**config.mk**
```make
export PLATFORM = sky130hd
export DESIGN_NAME = serial_adder_flat
export DESIGN_NICKNAME = d
export VERILOG_FILES = /design/src/rtl/serial_adder_if.sv /design/src/rtl/serial_adder.sv /design/src/flat_wrapper.sv
export SDC_FILE = /design/constraint.sdc
export NUM_CORES = 1
export LEC_CHECK = 0
export ABC_CLOCK_PERIOD_IN_PS = 6200
export BUFFER_PORTS_ARGS = -buffer_cell sky130_fd_sc_hd__buf_4
export CAP_MARGIN = 25
export CORE_ASPECT_RATIO = 2
export CORE_MARGIN = 2
export CORE_UTILIZATION = 35
export CTS_BUF_LIST = sky130_fd_sc_hd__clkbuf_8 sky130_fd_sc_hd__clkbuf_16
export CTS_CLUSTER_SIZE = 8
export DETAILED_ROUTE_END_ITERATION = 16
export PLACE_DENSITY_LB_ADDON = 0.25
export SLEW_MARGIN = 20
export SYNTH_ARGS = -nofsm -noshare
export SYNTH_HDL_FRONTEND = slang
export SYNTH_SLANG_ARGS = --single-unit
```
**constraint.sdc**
```tcl
create_clock -name i_clk -period 6.2 [get_ports i_clk]
set_clock_uncertainty 0.05 [all_clocks]
set_input_delay 0.31 -clock i_clk [delete_from_list [all_inputs] [get_ports i_clk]]
set_output_delay 0.31 -clock i_clk [all_outputs]
set_load 0.005 [all_outputs]
```
**src/rtl/serial_adder_if.sv**
```systemverilog
// Start/busy/done handshake and operand/result bus for serial_adder.
// The sub request exists only when SERIAL_ADDER_SUB_EN is defined.
interface serial_adder_if #(parameter int WIDTH = 8);
  logic             start;
  logic [WIDTH-1:0] a;
  logic [WIDTH-1:0] b;
  logic             ci;
`ifdef SERIAL_ADDER_SUB_EN
  logic             sub;
`endif
  logic             busy;
  logic             done;
  logic [WIDTH-1:0] sum;
  logic             co;
  logic             ov;

`ifdef SERIAL_ADDER_SUB_EN
  modport master (output start, a, b, ci, sub, input busy, done, sum, co, ov);
  modport slave  (input start, a, b, ci, sub, output busy, done, sum, co, ov);
`else
  modport master (output start, a, b, ci, input busy, done, sum, co, ov);
  modport slave  (input start, a, b, ci, output busy, done, sum, co, ov);
`endif
endinterface

```
**src/rtl/serial_adder.sv**
```systemverilog
// Multi-cycle adder: BITS-wide ripple slice per clock with a registered carry.
// Optional subtract mode is enabled with the SERIAL_ADDER_SUB_EN macro.
//
// state | meaning
// IDLE  | waiting for start
// RUN   | adding one slice per cycle, LSB slice first
// DONE  | one-cycle result strobe; start here relaunches immediately
module serial_adder #(
  parameter int WIDTH = 8,
  parameter int BITS  = 1
) (
  input  logic          i_clk,
  input  logic          i_rst,
  serial_adder_if.slave bus
);

  localparam int NC = WIDTH / BITS;
  localparam int CW = (NC > 1) ? $clog2(NC) : 1;
  localparam int IW = (WIDTH > 1) ? $clog2(WIDTH) : 1;

  typedef enum logic [1:0] {S_IDLE, S_RUN, S_DONE} state_t;

  state_t           r_state;
  state_t           w_next;
  logic             w_load;
  logic             w_last;
  logic [WIDTH-1:0] r_a;
  logic [WIDTH-1:0] r_b;
  logic             r_carry;
  logic [CW-1:0]    r_cnt;
  logic [WIDTH-1:0] r_acc;
  logic [WIDTH-1:0] r_sum;
  logic             r_co;
  logic             r_ov;
  logic [WIDTH-1:0] w_b_eff;
  logic             w_ci_eff;
  logic [IW-1:0]    w_base;
  logic [BITS-1:0]  w_a_sl;
  logic [BITS-1:0]  w_b_sl;
  logic [BITS:0]    w_slice;
  logic [WIDTH-1:0] w_acc_next;

`ifdef SERIAL_ADDER_SUB_EN
  // Subtract as A + ~B + ~ci, so ci acts as a borrow-in.
  assign w_b_eff  = bus.sub ? ~bus.b : bus.b;
  assign w_ci_eff = bus.ci ^ bus.sub;
`else
  assign w_b_eff  = bus.b;
  assign w_ci_eff = bus.ci;
`endif

  assign w_last = (r_cnt == CW'(NC - 1));

  always_comb begin
    w_base     = IW'(r_cnt) * IW'(BITS);
    w_a_sl     = r_a[w_base +: BITS];
    w_b_sl     = r_b[w_base +: BITS];
    w_slice    = {1'b0, w_a_sl} + {1'b0, w_b_sl} + {{BITS{1'b0}}, r_carry};
    w_acc_next = r_acc;
    w_acc_next[w_base +: BITS] = w_slice[BITS-1:0];
  end

  always_comb begin
    w_next = r_state;
    w_load = 1'b0;
    case (r_state)
      S_IDLE: if (bus.start) begin
        w_next = S_RUN;
        w_load = 1'b1;
      end
      S_RUN: if (w_last) w_next = S_DONE;
      S_DONE: begin
        w_next = S_IDLE;
        if (bus.start) begin
          w_next = S_RUN;
          w_load = 1'b1;
        end
      end
      default: w_next = S_IDLE;
    endcase
  end

  always_ff @(posedge i_clk) begin
    if (i_rst) r_state <= S_IDLE;
    else       r_state <= w_next;
  end

  always_ff @(posedge i_clk) begin
    if (i_rst) begin
      r_a     <= '0;
      r_b     <= '0;
      r_carry <= 1'b0;
      r_cnt   <= '0;
      r_acc   <= '0;
      r_sum   <= '0;
      r_co    <= 1'b0;
      r_ov    <= 1'b0;
    end else if (w_load) begin
      r_a     <= bus.a;
      r_b     <= w_b_eff;
      r_carry <= w_ci_eff;
      r_cnt   <= '0;
    end else if (r_state == S_RUN) begin
      r_acc   <= w_acc_next;
      r_carry <= w_slice[BITS];
      r_cnt   <= r_cnt + CW'(1);
      // Only the final slice publishes, so sum never shows partial results.
      if (w_last) begin
        r_sum <= w_acc_next;
        r_co  <= w_slice[BITS];
        r_ov  <= (r_a[WIDTH-1] == r_b[WIDTH-1]) &&
                 (w_acc_next[WIDTH-1] != r_a[WIDTH-1]);
      end
    end
  end

  assign bus.busy = (r_state == S_RUN);
  assign bus.done = (r_state == S_DONE);
  assign bus.sum  = r_sum;
  assign bus.co   = r_co;
  assign bus.ov   = r_ov;

endmodule

```
**src/flat_wrapper.sv**
```systemverilog
// flat-port wrapper written by rule: the top's interface ports become plain ports
module serial_adder_flat 
#(
  parameter int WIDTH = 8,
  parameter int BITS  = 1
)
  (i_clk, i_rst, bus_start, bus_a, bus_b, bus_ci, bus_busy, bus_done, bus_sum, bus_co, bus_ov);
  serial_adder_if #(.WIDTH(WIDTH)) bus_i ();
  input  logic i_clk;
  input  logic i_rst;
  input wire logic [$bits(bus_i.start)-1:0] bus_start;
  input wire logic [$bits(bus_i.a)-1:0] bus_a;
  input wire logic [$bits(bus_i.b)-1:0] bus_b;
  input wire logic [$bits(bus_i.ci)-1:0] bus_ci;
  output wire logic [$bits(bus_i.busy)-1:0] bus_busy;
  output wire logic [$bits(bus_i.done)-1:0] bus_done;
  output wire logic [$bits(bus_i.sum)-1:0] bus_sum;
  output wire logic [$bits(bus_i.co)-1:0] bus_co;
  output wire logic [$bits(bus_i.ov)-1:0] bus_ov;
  assign bus_i.start = bus_start;
  assign bus_i.a = bus_a;
  assign bus_i.b = bus_b;
  assign bus_i.ci = bus_ci;
  assign bus_busy = bus_i.busy;
  assign bus_done = bus_i.done;
  assign bus_sum = bus_i.sum;
  assign bus_co = bus_i.co;
  assign bus_ov = bus_i.ov;
  serial_adder #(.WIDTH(WIDTH), .BITS(BITS)) u_core (.i_clk(i_clk), .i_rst(i_rst), .bus(bus_i));
endmodule
```
======== Word-level counts from Yosys, hierarchy flattened ========
Cells that the tools add are included.
word-level totals
  output and inout port bits .............. 12
  input bits .............................. 20
  bits in registers ....................... 40
  word-level logic and storage cells ...... 42
operators by class
  multiplexer cells ....................... 9
  add/sub/neg operators ................... 4
  reduce and logical (&&, ||, !) cells .... 8
  equality and inequality tests ........... 7
  shifts and indexed selects .............. 4
  bitwise gates (word level) .............. 1
operators with widths
  cell                                                                   number
  8-bit by 4-bit indexed part select with 1-bit output                   2
  8-bit bitwise mux                                                      1
  1-bit by 5-bit variable shift with 8-bit output, first input constant  1
  1-bit by 5-bit indexed part select with 8-bit output                   1
  2-bit one-hot mux with 3 select lines                                  1
  1-bit two-way mux                                                      5
  3-bit negation with 5-bit output                                       1
  2-bit two-way mux                                                      2
  2-bit AND reduction                                                    2
  2-bit OR reduction                                                     2
  3-bit by 1-bit adder with 3-bit output, second input constant          1
  3-bit == test, second input constant                                   1
  3-bit AND reduction                                                    1
  1-bit by 1-bit adder with 2-bit output                                 1
  2-bit by 1-bit adder with 2-bit output                                 1
  2-bit by 1-bit == test with 1-bit output, second input constant        1
  2-bit == test, second input constant                                   1
  2-bit zero test                                                        1
  2-bit by 1-bit != test with 1-bit output, second input constant        1
  2-bit != test, second input constant                                   1
  2-bit nonzero test                                                     1
  1-bit == test                                                          1
  1-bit logical AND                                                      1
  1-bit != test                                                          1
  1-bit inverter                                                         1

======== Depth between registers and ports, before layout ========
Gate-level depths: netlist of run 1.
  depth after elaboration ................. 7
  gate-level depth with buffers ........... 9

======== Least setup slack after synthesis of run 1 ========
OpenSTA, ideal clock, no wires.
  kind .................................... reg2reg
  from .................................... register u_core.r_cnt[0]
  to ...................................... register u_core.r_ov, in the netlist u_core.bus.ov
  setup slack ............................. 3.551 ns
  path buffers ............................ 1
  arrival ................................. 2.482 ns
  period minus slack after synthesis ...... 2.649 ns
  cell stages (with the launch flop) ...... 10
  cell sequence ........................... dfxtp_1 -> buf_4 -> mux4_1 -> nand2_1 -> nand2_1 -> fa_1 -> and3b_1 -> a32oi_1 -> and3_1 -> o21ai_1
between the ends
  cells in the longest elaborated chain, start to end .. 7
ends and longest elaborated chain
  item                                                                            line                                    RTL
  start, declared                                                                 serial_adder.sv:30                      logic [CW-1:0] r_cnt;
  start signal, assigned                                                          serial_adder.sv:106                     r_cnt <= r_cnt + CW'(1);
  8-bit by 4-bit indexed part select with 1-bit output, on equally long branches  serial_adder.sv:56, serial_adder.sv:57
  1-bit by 1-bit adder with 2-bit output                                          serial_adder.sv:58                      w_slice = {1'b0, w_a_sl} + {1'b0, w_b_sl} + {{BITS{1'b0}}, r_carry};
  2-bit by 1-bit adder with 2-bit output                                          serial_adder.sv:58
  1-bit by 5-bit indexed part select with 8-bit output                            serial_adder.sv:60                      w_acc_next[w_base +: BITS] = w_slice[BITS-1:0];
  8-bit bitwise mux                                                               serial_adder.sv:60
  1-bit != test                                                                   serial_adder.sv:112                     (w_acc_next[WIDTH-1] != r_a[WIDTH-1]);
  1-bit logical AND                                                               serial_adder.sv:111                     r_ov <= (r_a[WIDTH-1] == r_b[WIDTH-1]) &&
  end signal, assigned                                                            serial_adder.sv:111
  end, declared                                                                   serial_adder.sv:34                      logic r_ov;
Several ways; a longest one is shown, not always the timed one.
A chain may end at the register's enable or synchronous reset.

======== Final worst setup path of run 1 ========
Ends and elaborated chain as after synthesis.

==> results of run 1 <==
final cells by class:
cell class	count	area, µm²	share of cell area (%)
clock buffer	6	82.6	3.59
clock inverter	2	10.0	0.435
inverter	4	15.0	0.653
multi-input combinational	165	1080	46.8
sequential	40	801	34.8
tap	60	75.1	3.26
timing repair buffer	32	240	10.4
registers in the layout (all words and copies together) (netlist names), 2 cells and up:
name            count
u_core.r_cnt        3
u_core.r_acc        8
u_core.r_state      2
u_core.r_a          8
u_core.bus.sum      8
u_core.r_b          8
placed cells by master (no fill, tap or decap), types with 2 or more instances in the layout:
master / synthesis / layout
nor2_1: 23 / 23
nand2b_1: 5 / 5
clkbuf_8: 0 / 6
nor3_1: 5 / 5
inv_1: 3 / 3
mux2i_1: 11 / 11
nand3_1: 4 / 4
a21oi_1: 23 / 23
o21ai_1: 4 / 4
mux4_1: 4 / 4
nand2_1: 42 / 42
and3b_1: 2 / 2
nand3b_1: 2 / 2
dfxtp_1: 40 / 40
nand4_1: 4 / 4
clkinv_2: 0 / 2
ha_1: 7 / 7
buf_4: 1 / 32
a211oi_1: 5 / 5
nor2b_1: 2 / 2
a311oi_1: 2 / 2
routing by layer:
layer | vias up | GRT usage, % | wire length (µm)
met2 | 30 | 27.8 | 2340
li1 | 827 | - | -
met5 | - | 0 | 0
met1 | 732 | 14.3 | 1560
met4 | 0 | 7.31 | 82
met3 | 8 | 2.57 | 123
worst paths after layout:
kind / startpoint / cells past startpoint / endpoint
setup / recovery: u_core.r_cnt[0] / 8 / u_core.bus.ov
hold / removal: bus_b[4] / 3 / u_core.r_b[4]
setup reg to reg: u_core.r_cnt[0] / 8 / u_core.bus.ov
hold reg to reg: u_core.r_a[0] / 2 / u_core.r_a[0]
synth_stat cells:
library cell	instances	area, µm²
and2_1	1	6.26
clkbuf_1	7	26.3
nand4_1	4	25.0
dfxtp_1	40	801
or3_4	1	11.3
nor3b_1	1	7.51
mux4_1	4	105
buf_6	1	11.3
nor2_1	23	86.3
o2111ai_1	1	8.76
fa_1	1	20.0
nor4b_2	1	15.0
a211oi_2	1	12.5
nor2b_1	2	12.5
nand2b_1	5	31.3
o21ai_1	4	20.0
a22oi_1	1	7.51
and3_1	1	6.26
a311oi_1	2	17.5
and2b_1	1	7.51
o21ai_0	1	5.00
nand2_1	42	158
o21a_1	1	7.51
buf_2	7	35.0
a211oi_1	5	37.5
a21oi_1	23	115
nand3b_1	2	15.0
nor4_1	1	6.26
a32oi_1	1	8.76
and4bb_2	1	12.5
ha_1	7	87.6
nand3_2	1	10.0
nand4b_1	1	8.76
nor3_1	5	25.0
inv_1	3	11.3
nand3_1	4	20.0
and3b_1	2	17.5
nor3_4	1	16.3
inv_2	1	3.75
buf_4	1	7.51
mux2i_1	11	110
xnor2_1	1	8.76
o31ai_1	1	7.51
power groups by stage:
| stage | Sequential, mW | Clock (mW) | Combinational (mW) |
|---|---|---|---|
| final | 0.273 | 0.178 | 0.0616 |
| after global routing | 0.275 | 0.197 | 0.0693 |
| after CTS | 0.273 | 0.185 | 0.0628 |
| after detailed placement | 0.279 | 0 | 0.0626 |
| after global placement | 0.279 | 0 | 0.0617 |
| after floorplan | 0.275 | 0 | 0.0469 |
per-stage QoR:
| stage | setup slack, ps | utilization (%) | cell area [µm²] | total power [mW] |
|---|---|---|---|---|
| floorplan | 3550 | - | 1970 | 0.322 |
| detailed placement | 3130 | 40.7 | 2210 | 0.342 |
| CTS | 3120 | 42.5 | 2300 | 0.521 |
| finish | 3140 | 42.5 | 2300 | 0.512 |
| global placement | 3200 | 40.7 | 2210 | 0.340 |
| global route | 2950 | 42.5 | 2300 | 0.541 |
critical path: stages, from the launching register on:
cell and delay, ps:
dfxtp_1 750, mux4_1 640, nand2_1 80, nand2_1 70
fa_1 520, and3b_1 220, a32oi_1 350, and3_1 220
o21ai_1 70
kinds of logic after synthesis:
family,Yosys count,synth area share (%)
adder cells (fa/ha/maj),8,5.45
flip-flops,40,40.6
AND/OR/NAND/NOR,100,25.2
multiplexers,15,10.9
XOR/XNOR,1,0.444
AO/OA/AOI/OAI,41,12.6
buffers and inverters,20,4.82
==> results by group, run 1 <==
Outcome
  – Status: finished clean

Detailed routing
  – Antenna Nets Post-Route: 0
  – DRT iter0 DRCs: 14
  – First-pass DRT Iterations: 4
  – Drt total wl: between 4000 and 5000 µm
  – # DRC: 0
  – Vias per cell: 5.17
  – Via Count: ~1.6k
  – Wirelength per Cell: 13.3 µm

Timing
  – TNS Setup: 0 ps
  – Fmax: between 0.3 and 0.4 GHz
  – Slew headroom: between 40 and 50%
  – Final Slew Violations: 0
  – Fin crit period: 3060 ps
  – RSZ-0062 raised after global routing: false
  – Worst-Margin Slew: 749 ps
  – Hold Slack: 211 ps
  – Final period utilization: 49.4%
  – Setup violators final: 0
  – Final hold vios: 0

Floorplan
  – Starting density of the core: 36.4%
  – DIE AREA: about 0.0063 mm²
  – Die Y: 110 µm
  – Ports: 32
  – Die width: 57.1 µm
  – Core Region: 0.00542 mm²
  – # rows: 38

CTS
  – H-tree depth: 2
  – Setup repair bufs after CTS: 0
  – Root buf cell: clkbuf_8
  – CTS max path bufs: 2
  – Resize count post-CTS: 0
  – CTS buffer count: 5
  – CTS tree: yes
  – Hold buffers post-CTS: 0
  – Clock Sinks: 40
  – CTS clk-pin slew, worst paths: roughly 80 ps
  – Clk_lat worst skew: 290 ps

Synthesis
  – Sequential fraction of the synthesis area: 40.6%
  – Syn nets: around 250
  – Library cells used by synthesis: 43
  – Synth warnings: 0
  – Syn_area_per_cell: 8.77 µm²
  – Post-synthesis register bit count: 40
  – Cells after synthesis: 225
  – Area of the mapped netlist: between 0.0015 and 0.002 mm²

Power
  – Clock power frac: about a third
  – Switching Share: 25.5%
  – NetSw: roughly 130 µW
  – Seq pwr share: a little over half
  – Worst vdd ir: between 0.15 and 0.2 mV
  – Pint: 382 µW
  – Static Leak: 0.928 nW
  – Comb power frac: 12.0%
  – PD cells: approximately 220 mW/mm²

Placed design
  – Cell count after placement: 301
  – Hpwl dp: 3060 µm
  – Input/output buffers: 31
  – Routability cong.: 0.834

Cells and area
  – Share of cells above drive strength 1: 18.9%
  – Final #Nets: 276
  – Filler Cell Count: between 500 and 600
  – Area growth, synth to finish: 16.6%
  – Antenna diode count: 0
  – Final Non-Filler Cells: 309

Global routing
  – Initial antenna violation count: 0
  – Grt ovf: 0
  – GRT Total Usage: about 14%
  – Vias in the first global route: 1564
  – Largest net degree at the start of global routing: 43
  – First-pass GRT wire length: 7040 µm

Setup path
  – Worst setup EP type: register
  – Critical path startpoint category: register
  – Critical Setup Path Class: reg -> reg
  – CP Data Arrival Time: 3200 ps
  – Crit path max fanout: 15
  – R2R Setup Slk: 3140 ps
  – Required time worst endpoint: 6330 ps

Run
  – Max cap viols: 0

Min path
  – Hold Path Class: in -> reg
Power figures use the tool's default switching activity.
==> run 2, diff against run 1 <==
--- a/config.mk
+++ b/config.mk
@@ -5,7 +5,8 @@
 export SDC_FILE = /design/constraint.sdc
 export NUM_CORES = 1
 export LEC_CHECK = 0
-export ABC_CLOCK_PERIOD_IN_PS = 6200
+export ABC_AREA = 1
+export ABC_CLOCK_PERIOD_IN_PS = 2850
 export BUFFER_PORTS_ARGS = -buffer_cell sky130_fd_sc_hd__buf_4
 export CAP_MARGIN = 25
 export CORE_ASPECT_RATIO = 2
==> constraint.sdc (replaced) <==
create_clock -name i_clk -period 2.85 [get_ports i_clk]
set_clock_uncertainty 0.05 [all_clocks]
set_input_delay 0.1425 -clock i_clk [delete_from_list [all_inputs] [get_ports i_clk]]
set_output_delay 0.1425 -clock i_clk [all_outputs]
set_load 0.005 [all_outputs]
==> results by group, run 2 <==
Outcome
  – Status: finished clean (unchanged)

Synthesis
  – Top cell type's share of synthesized area: 42.1% (was 40.6%)
  – Post-synthesis register bit count: 40 (unchanged)
  – Yosys top cell by area: dfxtp_1 (unchanged)
  – Async S/R FF share, synth: 0% (unchanged)
  – Synth cell count leaders: nor2_1, dfxtp_1, o21ai_0, nand2_1, inv_1 (was nand2_1, dfxtp_1, a21oi_1, nor2_1, mux2i_1)
  – Synth warnings: 0 (unchanged)
  – Area of the mapped netlist: 0.00190 mm² (was 0.00197 mm²)
  – Count leader, synth: nor2_1 (was nand2_1)
  – Cells after synthesis: 257 (was 225)
  – Synth area leaders: dfxtp_1, o21ai_0, nor2_1 (was dfxtp_1, nand2_1, a21oi_1)
  – Sequential fraction of the synthesis area: 42.1% (was 40.6%)
  – Syn nets: 285 (was 253)
  – Most common flop cell mapped by yosys: dfxtp_1 (unchanged)
  – Post-synth EDFFs: 0 (unchanged)
  – Library cells used by synthesis: 30 (was 43)
  – Syn_area_per_cell: 7.40 µm² (was 8.77 µm²)

Min path
  – Hold Path Class: in -> reg (unchanged)

Floorplan
  – Starting density of the core: 35.7% (was 36.4%)
  – Die width: 56.1 µm (was 57.1 µm)
  – # rows: 38 (unchanged)
  – Die Y: 108 µm (was 110 µm)
  – Ports: 32 (unchanged)
  – Core Region: 0.00533 mm² (was 0.00542 mm²)
  – DIE AREA: 0.00608 mm² (was 0.00629 mm²)

CTS
  – CTS clk-pin slew, worst paths: 80 ps (about the same)
  – Clock Sinks: 40 (unchanged)
  – CTS max path bufs: 2 (unchanged)
  – Setup repair bufs after CTS: 0 (unchanged)
  – CTS buffer count: 5 (unchanged)
  – Root buf cell: clkbuf_8 (unchanged)
  – H-tree depth: 2 (unchanged)
  – Resize count post-CTS: 0 (unchanged)
  – Clk_lat worst skew: 290 ps (about the same)
  – CTS tree: yes (unchanged)

Placed design
  – Routability cong.: 0.852 (was 0.834)
  – Input/output buffers: 31 (unchanged)
  – DP Area: 0.00216 mm² (was 0.00221 mm²)
  – Cell count after placement: 339 (was 301)
  – Hpwl dp: 2860 µm (was 3060 µm)

Global routing
  – Largest net degree at the start of global routing: 36 (was 43)
  – Met2 GRT Util: 26.0% (was 27.8%)
  – Busiest grt layer: met2 (unchanged)
  – Grt ovf: 0 (unchanged)
  – Initial antenna violation count: 0 (unchanged)
  – Vias in the first global route: 1742 (was 1564)
  – Met1 usage: 17.6% (was 14.3%)
  – First-pass GRT wire length: 7360 µm (was 7040 µm)
  – GRT Total Usage: 14.9% (was 14.4%)
  – GR met3 Demand/Resource: 2.75% (was 2.57%)

Detailed routing
  – Antenna Nets Post-Route: 0 (unchanged)
  – Drt total wl: 4010 µm (was 4110 µm)
  – Vias per cell: 4.85 (was 5.17)
  – DRT iter0 DRCs: 38 (was 14)
  – First-pass DRT Iterations: 4 (unchanged)
  – Via Count: 1687 (was 1597)
  – Wirelength per Cell: 11.5 µm (was 13.3 µm)
  – # DRC: 0 (unchanged)

Power
  – PD cells: 577 mW/mm² (was 223 mW/mm²)
  – Worst vdd ir: 0.484 mV (was 0.174 mV)
  – Switching Share: 25.8% (was 25.5%)
  – NetSw: 341 µW (was 130 µW)
  – Seq pwr share: 46.3% (was 53.3%)
  – Pint: 984 µW (was 382 µW)
  – Clock power frac: 38.0% (was 34.7%)
  – Comb power frac: 15.8% (was 12.0%)
  – Static Leak: 1.05 nW (was 0.928 nW)

Setup path
  – CP Data Arrival Time: 2360 ps (was 3200 ps)
  – Critical path startpoint category: register (unchanged)
  – Crit path max fanout: 15 (unchanged)
  – Required time worst endpoint: 2990 ps (was 6330 ps)
  – Worst setup EP type: register (unchanged)
  – Critical Setup Path Class: reg -> reg (unchanged)

Timing
  – TNS Setup: 0 ps (unchanged)
  – Final hold vios: 0 (unchanged)
  – Hold Slack: 43.3 ps (was 211 ps)
  – Slew headroom: 42.5% (was 50.0%)
  – Setup violators final: 0 (unchanged)
  – RSZ-0062 raised after global routing: false (unchanged)
  – Worst-Margin Slew: 862 ps (was 749 ps)
  – Fmax: 0.451 GHz (was 0.326 GHz)
  – Final period utilization: 77.8% (was 49.4%)
  – Final Slew Violations: 0 (unchanged)
  – Fin crit period: 2220 ps (was 3060 ps)

Cells and area
  – Most frequent cells in the layout: nor2_1, o21ai_0, dfxtp_1, nand2_1, buf_4 (was nand2_1, dfxtp_1, buf_4, a21oi_1, nor2_1)
  – Share of cells above drive strength 1: 19.8% (was 18.9%)
  – Final Non-Filler Cells: 348 (was 309)
  – Final Cell Area: 0.00230 mm² (about the same)
  – Final #Nets: 315 (was 276)
  – Filler Cell Count: 588 (was 593)
  – Area growth, synth to finish: 20.6% (was 16.6%)
  – Antenna diode count: 0 (unchanged)
  – Commonest non-fill, non-tap cell in the layout: nor2_1 (was nand2_1)

Run
  – Max cap viols: 0 (unchanged)
## run 2: cell types whose count changed in the layout (fill, tap and decap cells not counted), sizes merged, moves of 3 or more
cell,change
a211oi,-4
nor2,+25
a31oi,+3
o21ai,+37
mux4,-4
nor3,-6
inv,+21
mux2i,-11
nand2,-4
nand3,+7
nand2b,-5
a21oi,-4
## run 2: final cells by class
class	count	area [µm²]	share of cell area [%]
Clock inverter	1	30.0	1.31
Tap cell	60	75.1	3.27
Clock buffer	7	96.3	4.20
Timing Repair Buffer	34	258	11.2
Inverter	25	93.8	4.09
Multi-Input combinational cell	181	942	41.0
Sequential cell	40	801	34.9
## run 2: logic make-up (layout without fill, tap and decap cells)
group | Yosys count | in the layout | synth area share [%]
buf+inv | 36 | 67 | 8.42
compound gates | 70 | 70 | 19.7
fa+ha+maj | 8 | 8 | 5.65
simple gates | 103 | 103 | 24.1
flops | 40 | 40 | 42.1
## run 2: final timing paths
check                       start  slack (ps)       endpoint  cells past startpoint
setup / recovery  u_core.r_cnt[0]         630  u_core.bus.ov                     13
hold / removal           bus_b[7]          40  u_core.r_b[7]                      3
setup reg to reg  u_core.r_cnt[0]         630  u_core.bus.ov                     13
hold reg to reg     u_core.bus.co         430  u_core.bus.co                      2
## run 2: layer usage
metal / vias up / routed length [µm] / part of all wire, %
met2: 39 / 1970 / 49
met4: 0 / 91 / 2.3
met3: 9 / 154 / 3.8
met5: - / 0 / 0
met1: 737 / 1790 / 45
li1: 902 / - / -
## run 2: through the flow
stage | utilization (%) | total power [mW] | worst slack [ps]
2_1_floorplan | - | 0.776 | 666
3_3_place_gp | 40.6 | 0.834 | 711
4_1_cts | 43.1 | 1.34 | 627
3_5_place_dp | 40.6 | 0.835 | 654
6_report | 43.1 | 1.33 | 632
5_1_grt | 43.1 | 1.40 | 380
## run 2: timing repair
action                                 4_1_cts  5_1_grt
setup endpoints to repair                    0        0
hold buffers                                 1        0
endpoints found under the hold margin        3        0
## run 2: worst max-delay path, stage by stage, from the launching register on
cell     delay (ps)
dfxtp_1         320
buf_4           180
o21ai_0         180
o22ai_1          90
nand2_1          60
nand2_1          70
fa_1            600
nand4_1         140
nand2_1         120
nand2_2          80
nand2_1          60
nand3_1          70
nand2_1          70
inv_1            30
## run 2: power groups by stage
stage / Combinational [mW] / Sequential [mW] / Clock [mW]
CTS: 0.211 / 0.614 / 0.518
finish: 0.209 / 0.613 / 0.503
floorplan: 0.154 / 0.622 / 0
global route: 0.246 / 0.618 / 0.538
global placement: 0.208 / 0.626 / 0
detailed placement: 0.208 / 0.627 / 0
